**config.mk**
```make
export PLATFORM = sky130hd
export DESIGN_NAME = bootrom_arbiter_flat
export DESIGN_NICKNAME = d
export VERILOG_FILES = /design/src/rtl/bootrom_arbiter_if.sv /design/src/rtl/bootrom_arbiter.sv /design/src/flat_wrapper.sv
export SDC_FILE = /design/constraint.sdc
export NUM_CORES = 1
export LEC_CHECK = 0
export ABC_CLOCK_PERIOD_IN_PS = 2900
export BUFFER_PORTS_ARGS = -buffer_cell sky130_fd_sc_hd__buf_4
export CORE_MARGIN = 5
export CORE_UTILIZATION = 35
export DETAILED_ROUTE_END_ITERATION = 16
export GPL_TIMING_DRIVEN = 0
export PLACE_DENSITY = 0.68
export RECOVER_POWER = 25
export SLEW_MARGIN = 20
export SYNTH_ARGS = -nofsm -noshare
export SYNTH_HDL_FRONTEND = slang
export SYNTH_SLANG_ARGS = --single-unit
```
**constraint.sdc**
```tcl
create_clock -name clk -period 2.9 [get_ports clk]
set_input_delay 0.435 -clock clk [delete_from_list [all_inputs] [get_ports clk]]
set_output_delay 0.435 -clock clk [all_outputs]
set_load 0.05 [all_outputs]
```
**src/rtl/bootrom_arbiter_if.sv**
```systemverilog
// AHB-Lite port bundle shared by the boot ROM arbiter and its masters/slave.
// The request half (hsel..hready) flows master -> slave; the response half
// (hreadyout, hrdata, hresp) flows slave -> master.
interface bootrom_arbiter_if;
    logic        hsel;
    logic [1:0]  htrans;
    logic [31:0] haddr;
    logic [2:0]  hsize;
    logic        hwrite;
    logic [31:0] hwdata;
    logic        hready;
    logic        hreadyout;
    logic [31:0] hrdata;
    logic        hresp;

    modport master (
        output hsel, htrans, haddr, hsize, hwrite, hwdata, hready,
        input  hreadyout, hrdata, hresp
    );

    modport slave (
        input  hsel, htrans, haddr, hsize, hwrite, hwdata, hready,
        output hreadyout, hrdata, hresp
    );
endinterface

```
**src/rtl/bootrom_arbiter.sv**
```systemverilog
// Two-master AHB-Lite arbiter in front of the boot ROM.
// m0 = CPU fetch/data path, m1 = debug/loader path. A request that cannot be
// issued to the ROM immediately is parked in a one-deep pending register and
// replayed at the next issue point; the owning master is stalled meanwhile.
// Optional feature: define BOOTROM_ARB_RR_EN for round-robin conflict
// resolution; otherwise m0 has fixed priority.
module bootrom_arbiter #(
    parameter int NUM_PEND = 1
) (
    input  logic              clk,
    input  logic              rst,
    bootrom_arbiter_if.slave  m0,
    bootrom_arbiter_if.slave  m1,
    bootrom_arbiter_if.master s
);
    localparam logic [1:0] HTRANS_IDLE   = 2'b00;
    localparam logic [1:0] HTRANS_NONSEQ = 2'b10;
    localparam logic [1:0] HTRANS_SEQ    = 2'b11;

    typedef enum logic [1:0] {ST_IDLE, ST_DATA0, ST_DATA1} state_t;

    state_t      state_reg, state_next;
    logic        last_reg, last_next;

    logic        req        [2];
    logic [31:0] live_addr  [2];
    logic [2:0]  live_size  [2];
    logic        live_write [2];

    logic        pend_v_reg     [2];
    logic [31:0] pend_addr_reg  [2];
    logic [2:0]  pend_size_reg  [2];
    logic        pend_write_reg [2];

    logic        issue_pt;
    logic        cand0, cand1;
    logic        grant_v;
    logic        grant_id;
    logic [31:0] grant_addr;
    logic [2:0]  grant_size;
    logic        grant_write;

    // Only a single pending slot per master is supported: the master stalls while busy.
    generate
        if (NUM_PEND != 1) begin : g_bad_num_pend
            $error("bootrom_arbiter: NUM_PEND must be 1");
        end
    endgenerate

    assign live_addr[0]  = m0.haddr;
    assign live_size[0]  = m0.hsize;
    assign live_write[0] = m0.hwrite;
    assign live_addr[1]  = m1.haddr;
    assign live_size[1]  = m1.hsize;
    assign live_write[1] = m1.hwrite;

    assign req[0] = m0.hsel && m0.hready && (m0.htrans == HTRANS_NONSEQ || m0.htrans == HTRANS_SEQ);
    assign req[1] = m1.hsel && m1.hready && (m1.htrans == HTRANS_NONSEQ || m1.htrans == HTRANS_SEQ);

    // Pick the winner at an issue point from pending entries plus live requests.
    always_comb begin
        issue_pt = !rst && (state_reg == ST_IDLE || s.hreadyout);
        cand0    = pend_v_reg[0] || req[0];
        cand1    = pend_v_reg[1] || req[1];
        grant_v  = 1'b0;
        grant_id = 1'b0;
        if (issue_pt && (cand0 || cand1)) begin
            grant_v = 1'b1;
            if (cand0 && cand1) begin
`ifdef BOOTROM_ARB_RR_EN
                grant_id = ~last_reg;
`else
                grant_id = 1'b0;
`endif
            end else begin
                grant_id = cand1;
            end
        end
    end

    // Winner's address-phase attributes: a parked request takes precedence over live inputs.
    always_comb begin
        grant_addr  = live_addr[grant_id];
        grant_size  = live_size[grant_id];
        grant_write = live_write[grant_id];
        if (pend_v_reg[grant_id]) begin
            grant_addr  = pend_addr_reg[grant_id];
            grant_size  = pend_size_reg[grant_id];
            grant_write = pend_write_reg[grant_id];
        end
    end

    genvar gi;
    generate
        for (gi = 0; gi < 2; gi++) begin : g_pend
            // Park a live request that loses (or arrives off an issue point); release it when issued.
            always_ff @(posedge clk) begin
                if (rst) begin
                    pend_v_reg[gi]     <= 1'b0;
                    pend_addr_reg[gi]  <= '0;
                    pend_size_reg[gi]  <= '0;
                    pend_write_reg[gi] <= 1'b0;
                end else if (grant_v && grant_id == 1'(gi)) begin
                    pend_v_reg[gi] <= 1'b0;
                end else if (req[gi]) begin
                    pend_v_reg[gi]     <= 1'b1;
                    pend_addr_reg[gi]  <= live_addr[gi];
                    pend_size_reg[gi]  <= live_size[gi];
                    pend_write_reg[gi] <= live_write[gi];
                end
            end
        end
    endgenerate

    // State register and last-granted master.
    always_ff @(posedge clk) begin
        if (rst) begin
            state_reg <= ST_IDLE;
            last_reg  <= 1'b1;
        end else begin
            state_reg <= state_next;
            last_reg  <= last_next;
        end
    end

    // Next state: at each issue point the ROM data phase goes to the winner, or idles.
    always_comb begin
        state_next = state_reg;
        last_next  = last_reg;
        if (issue_pt) begin
            if (grant_v) begin
                state_next = grant_id ? ST_DATA1 : ST_DATA0;
                last_next  = grant_id;
            end else begin
                state_next = ST_IDLE;
            end
        end
    end

    // Request toward the ROM: one NONSEQ per issued transfer, write data from the data-phase owner.
    always_comb begin
        s.hsel   = grant_v;
        s.htrans = grant_v ? HTRANS_NONSEQ : HTRANS_IDLE;
        s.haddr  = grant_v ? grant_addr : '0;
        s.hsize  = grant_v ? grant_size : '0;
        s.hwrite = grant_v ? grant_write : 1'b0;
        s.hready = (state_reg == ST_IDLE) ? 1'b1 : s.hreadyout;
        case (state_reg)
            ST_DATA0: s.hwdata = m0.hwdata;
            ST_DATA1: s.hwdata = m1.hwdata;
            default:  s.hwdata = '0;
        endcase
    end

    // Responses: stall a master while parked or while its ROM data phase waits.
    always_comb begin
        m0.hreadyout = !(pend_v_reg[0] || (state_reg == ST_DATA0 && !s.hreadyout));
        m1.hreadyout = !(pend_v_reg[1] || (state_reg == ST_DATA1 && !s.hreadyout));
        m0.hrdata    = '0;
        m0.hresp     = 1'b0;
        m1.hrdata    = '0;
        m1.hresp     = 1'b0;
        if (state_reg == ST_DATA0) begin
            m0.hrdata = s.hrdata;
            m0.hresp  = s.hresp;
        end
        if (state_reg == ST_DATA1) begin
            m1.hrdata = s.hrdata;
            m1.hresp  = s.hresp;
        end
    end
endmodule

```
**src/flat_wrapper.sv**
```systemverilog
// flat-port wrapper written by rule: the top's interface ports become plain ports
module bootrom_arbiter_flat 
#(
    parameter int NUM_PEND = 1
)
  (clk, rst, m0_hsel, m0_htrans, m0_haddr, m0_hsize, m0_hwrite, m0_hwdata, m0_hready, m0_hreadyout, m0_hrdata, m0_hresp, m1_hsel, m1_htrans, m1_haddr, m1_hsize, m1_hwrite, m1_hwdata, m1_hready, m1_hreadyout, m1_hrdata, m1_hresp, s_hsel, s_htrans, s_haddr, s_hsize, s_hwrite, s_hwdata, s_hready, s_hreadyout, s_hrdata, s_hresp);
  bootrom_arbiter_if m0_i ();
  bootrom_arbiter_if m1_i ();
  bootrom_arbiter_if s_i ();
  input  logic clk;
  input  logic rst;
  input wire logic [$bits(m0_i.hsel)-1:0] m0_hsel;
  input wire logic [$bits(m0_i.htrans)-1:0] m0_htrans;
  input wire logic [$bits(m0_i.haddr)-1:0] m0_haddr;
  input wire logic [$bits(m0_i.hsize)-1:0] m0_hsize;
  input wire logic [$bits(m0_i.hwrite)-1:0] m0_hwrite;
  input wire logic [$bits(m0_i.hwdata)-1:0] m0_hwdata;
  input wire logic [$bits(m0_i.hready)-1:0] m0_hready;
  output wire logic [$bits(m0_i.hreadyout)-1:0] m0_hreadyout;
  output wire logic [$bits(m0_i.hrdata)-1:0] m0_hrdata;
  output wire logic [$bits(m0_i.hresp)-1:0] m0_hresp;
  input wire logic [$bits(m1_i.hsel)-1:0] m1_hsel;
  input wire logic [$bits(m1_i.htrans)-1:0] m1_htrans;
  input wire logic [$bits(m1_i.haddr)-1:0] m1_haddr;
  input wire logic [$bits(m1_i.hsize)-1:0] m1_hsize;
  input wire logic [$bits(m1_i.hwrite)-1:0] m1_hwrite;
  input wire logic [$bits(m1_i.hwdata)-1:0] m1_hwdata;
  input wire logic [$bits(m1_i.hready)-1:0] m1_hready;
  output wire logic [$bits(m1_i.hreadyout)-1:0] m1_hreadyout;
  output wire logic [$bits(m1_i.hrdata)-1:0] m1_hrdata;
  output wire logic [$bits(m1_i.hresp)-1:0] m1_hresp;
  output wire logic [$bits(s_i.hsel)-1:0] s_hsel;
  output wire logic [$bits(s_i.htrans)-1:0] s_htrans;
  output wire logic [$bits(s_i.haddr)-1:0] s_haddr;
  output wire logic [$bits(s_i.hsize)-1:0] s_hsize;
  output wire logic [$bits(s_i.hwrite)-1:0] s_hwrite;
  output wire logic [$bits(s_i.hwdata)-1:0] s_hwdata;
  output wire logic [$bits(s_i.hready)-1:0] s_hready;
  input wire logic [$bits(s_i.hreadyout)-1:0] s_hreadyout;
  input wire logic [$bits(s_i.hrdata)-1:0] s_hrdata;
  input wire logic [$bits(s_i.hresp)-1:0] s_hresp;
  assign m0_i.hsel = m0_hsel;
  assign m0_i.htrans = m0_htrans;
  assign m0_i.haddr = m0_haddr;
  assign m0_i.hsize = m0_hsize;
  assign m0_i.hwrite = m0_hwrite;
  assign m0_i.hwdata = m0_hwdata;
  assign m0_i.hready = m0_hready;
  assign m0_hreadyout = m0_i.hreadyout;
  assign m0_hrdata = m0_i.hrdata;
  assign m0_hresp = m0_i.hresp;
  assign m1_i.hsel = m1_hsel;
  assign m1_i.htrans = m1_htrans;
  assign m1_i.haddr = m1_haddr;
  assign m1_i.hsize = m1_hsize;
  assign m1_i.hwrite = m1_hwrite;
  assign m1_i.hwdata = m1_hwdata;
  assign m1_i.hready = m1_hready;
  assign m1_hreadyout = m1_i.hreadyout;
  assign m1_hrdata = m1_i.hrdata;
  assign m1_hresp = m1_i.hresp;
  assign s_hsel = s_i.hsel;
  assign s_htrans = s_i.htrans;
  assign s_haddr = s_i.haddr;
  assign s_hsize = s_i.hsize;
  assign s_hwrite = s_i.hwrite;
  assign s_hwdata = s_i.hwdata;
  assign s_hready = s_i.hready;
  assign s_i.hreadyout = s_hreadyout;
  assign s_i.hrdata = s_hrdata;
  assign s_i.hresp = s_hresp;
  bootrom_arbiter #(.NUM_PEND(NUM_PEND)) u_core (.clk(clk), .rst(rst), .m0(m0_i), .m1(m1_i), .s(s_i));
endmodule
```
==> impl_metrics.tcl <==
set metrics [dict create \
    setup_viol 0 \
    antenna_found_initial 0 \
    synth_warnings 0 \
    h-tree-depth 3 \
    syn2layout_area_growth_pct 57.9 \
    worstPathArrival_ns 2.37 \
    cts_root_buffer "clkbuf_16" \
    nets 1054 \
    diodes 0 \
    post-route-min-period_ns 2.80 \
    synth_area_mm2 0.00501 \
    hold_violations 0 \
    drt_wl_total_um 20500 \
    placed_cell_area_mm2 0.00765 \
    grt_pass1_wl_um 29400 \
    finish.instance_area_mm2 0.00791 \
    cts_buffers 9 \
    pin_count 320 \
    drtPass1Iterations 5 \
    relSlewSlack 0.272 \
    cts_max_path_buffers 2 \
    die-area_mm2 0.0168 \
    grt_usage 0.228 \
    crit_fanout 10 \
    powerDensity_mw_per_mm2 454 \
    syn_nets 726 \
    grt_start_max_net_pins 31 \
    finalCritPeriodShare 0.966 \
    fin_worst_skew_ns 0.00320 \
    cts_sinks 76 \
    cts_tree "built" \
    die_w_um 130 \
    cap_viol_max_count 0 \
    synthDistinctLibCells 33 \
    p_leak_nw 3.63 \
    outcome "finished clean" \
    synth_area_leaders "edfxtp_1 44%, and2_1 17%, a21oi_1 7.5%" \
    placementRows 43 \
    largest_register_ffs 64 \
    wire_per_inst_um 19.4 \
    start_kind "flip-flop" \
    dpl.hpwl_um 16600 \
    slew_viol_final 0 \
    viasPerCell 5.10 \
    tightest_slew_ns 1.08 \
    cp_data_required_time_ns 2.47 \
    synth_top_area_frac 0.444 \
    gp_congestion 0.962 \
    core_area_mm2 0.0139 \
    clock.fmax_mhz 357 \
    ant_nets 0 \
    synth_seq_cells 76 \
    port_buffers 315 \
    ctsHoldBuffers 0 \
    yosysSeqAreaShare 0.452 \
    remaining_drc_errors 0 \
    yosys.area.top_type "edfxtp_1" \
    power_mw 3.59 \
    path_clk_slew_ns 0.06 \
    worstSkewPairLatency_ns 0.33 \
    end_kind "output port" \
    peakVddDrop_uv 333 \
    drive_gt1_frac 0.409 \
    start_util 0.359 \
    grt_overflow 0 \
    drtIter0Drc 327 \
    grt_pass1_vias 5478 \
    path_class "flip-flop to output port" \
    rsz0062_at_grt "false" \
    dieHeight_um 130 \
    avgSynthCellArea_um2 9.22 \
    syn_inst 543 \
    route.vias.total 5386 \
    hold_class "primary input to flip-flop" \
    fin_util 0.568 \
]
-- final cells by class --
| class | count | area [um^2] |
|---|---|---|
| Sequential cell | 76 | 2260 |
| Fill cell | 1305 | 6030 |
| Multi-Input combinational cell | 410 | 2500 |
| Inverter | 5 | 18.8 |
| Clock inverter | 6 | 55.1 |
| Buffer | 50 | 235 |
| Timing Repair Buffer | 319 | 2380 |
| Clock buffer | 10 | 229 |
| Tap cell | 180 | 225 |
-- worst paths after layout --
kind / from / to / slack [ns] / cells after the start
setup reg to reg: u_core.state_reg[0] / u_core.pend_addr_reg[1][29] / 0.30 / 7
hold / removal: rst / u_core.state_reg[0] / 0.31 / 2
hold reg to reg: u_core.state_reg[1] / u_core.state_reg[1] / 0.53 / 2
setup / recovery: u_core.state_reg[0] / s_haddr[30] / 0.1 / 9
-- per-stage QoR --
step / worst slack [ns] / hold slack (ns) / std cells / TNS (ns)
floorplan: 0.219 / 0.485 / 543 / 0
global placement: -0.499 / 0.510 / 1038 / -21.64
detailed placement: 0.120 / 0.527 / 1040 / 0
CTS: 0.00416 / 0.301 / 1058 / 0
global route: 0.00869 / 0.317 / 1056 / 0
finish: 0.0996 / 0.311 / 1056 / 0
-- what timing repair did --
item                                    CTS  global route
buffers inserted                          2             0
pin swaps                                 1             0
endpoints found under the setup margin   30            30
resized for setup                         7             8
-- critical path, cell delays in order (launching register included) --
cell and delay [ns]:
dfxtp_1 0.31, inv_1 0.10, ha_1 0.23, o21bai_4 0.10
or4_4 0.56, buf_6 0.17, buf_6 0.15, nor2_2 0.08
o22ai_1 0.11, buf_4 0.21
-- synthesized netlist by cell type --
cell	instances
a211oi_1	1
a21o_1	1
a21oi_1	75
a22oi_1	32
a31oi_1	2
a41o_1	1
and2_1	138
and3_1	37
and4b_1	1
buf_1	2
buf_2	5
buf_4	2
buf_6	3
clkbuf_1	40
conb_1	1
dfxtp_1	2
edfxtp_1	74
ha_1	3
inv_1	5
nand2_1	1
nand2b_1	1
nand3_1	2
nand3b_1	1
nor2_1	30
nor2_2	8
nor2b_1	32
nor3_1	2
nor3_2	1
nor4b_4	1
o21bai_4	1
o22ai_1	36
o31ai_1	1
or4_4	1
-- logic make-up (layout without fill, tap and decap cells) --
group / count (synthesis) / count (layout) / synth area share
simple gates: 256 / 256 / 0.310
other cells: 1 / 1 / 0.000749
fa+ha+maj: 3 / 3 / 0.00750
buf+inv: 57 / 390 / 0.0500
compound gates: 150 / 150 / 0.181
flops: 76 / 76 / 0.452
-- cells in the final DEF (no fill, tap or decap), types with 2 or more instances in the layout --
cell       instances
ha_1               3
nor3_1             2
a22oi_1           32
and2_0            20
and3_1            37
nor2_1            29
nor2b_1           32
buf_6              3
inv_1              5
clkbuf_1          38
o22ai_1           36
edfxtp_1          74
buf_2              4
nand3_1            2
dfxtp_1            2
a21oi_1           75
clkinv_1           2
buf_4            313
and2_1           118
clkbuf_16          9
clkbuf_2          10
a31oi_1            2
nor2_2             9
clkinv_2           2
-- power breakdown --
part	internal (mW)	leakage (nW)	switching, mW
Combinational	0.449	2.70	0.780
Clock	0.657	0.137	0.427
Sequential	1.26	0.787	0.0180
Total	2.37	3.63	1.23
-- layer usage --
layer | global-route usage | share of wire | vias up
li1 | - | - | 2590
met1 | 0.256 | 0.37 | 2532
met2 | 0.411 | 0.51 | 227
met3 | 0.0614 | 0.093 | 37
met4 | 0.0850 | 0.032 | 0
met5 | 0 | 0 | -
Power figures use the tool's default switching activity.
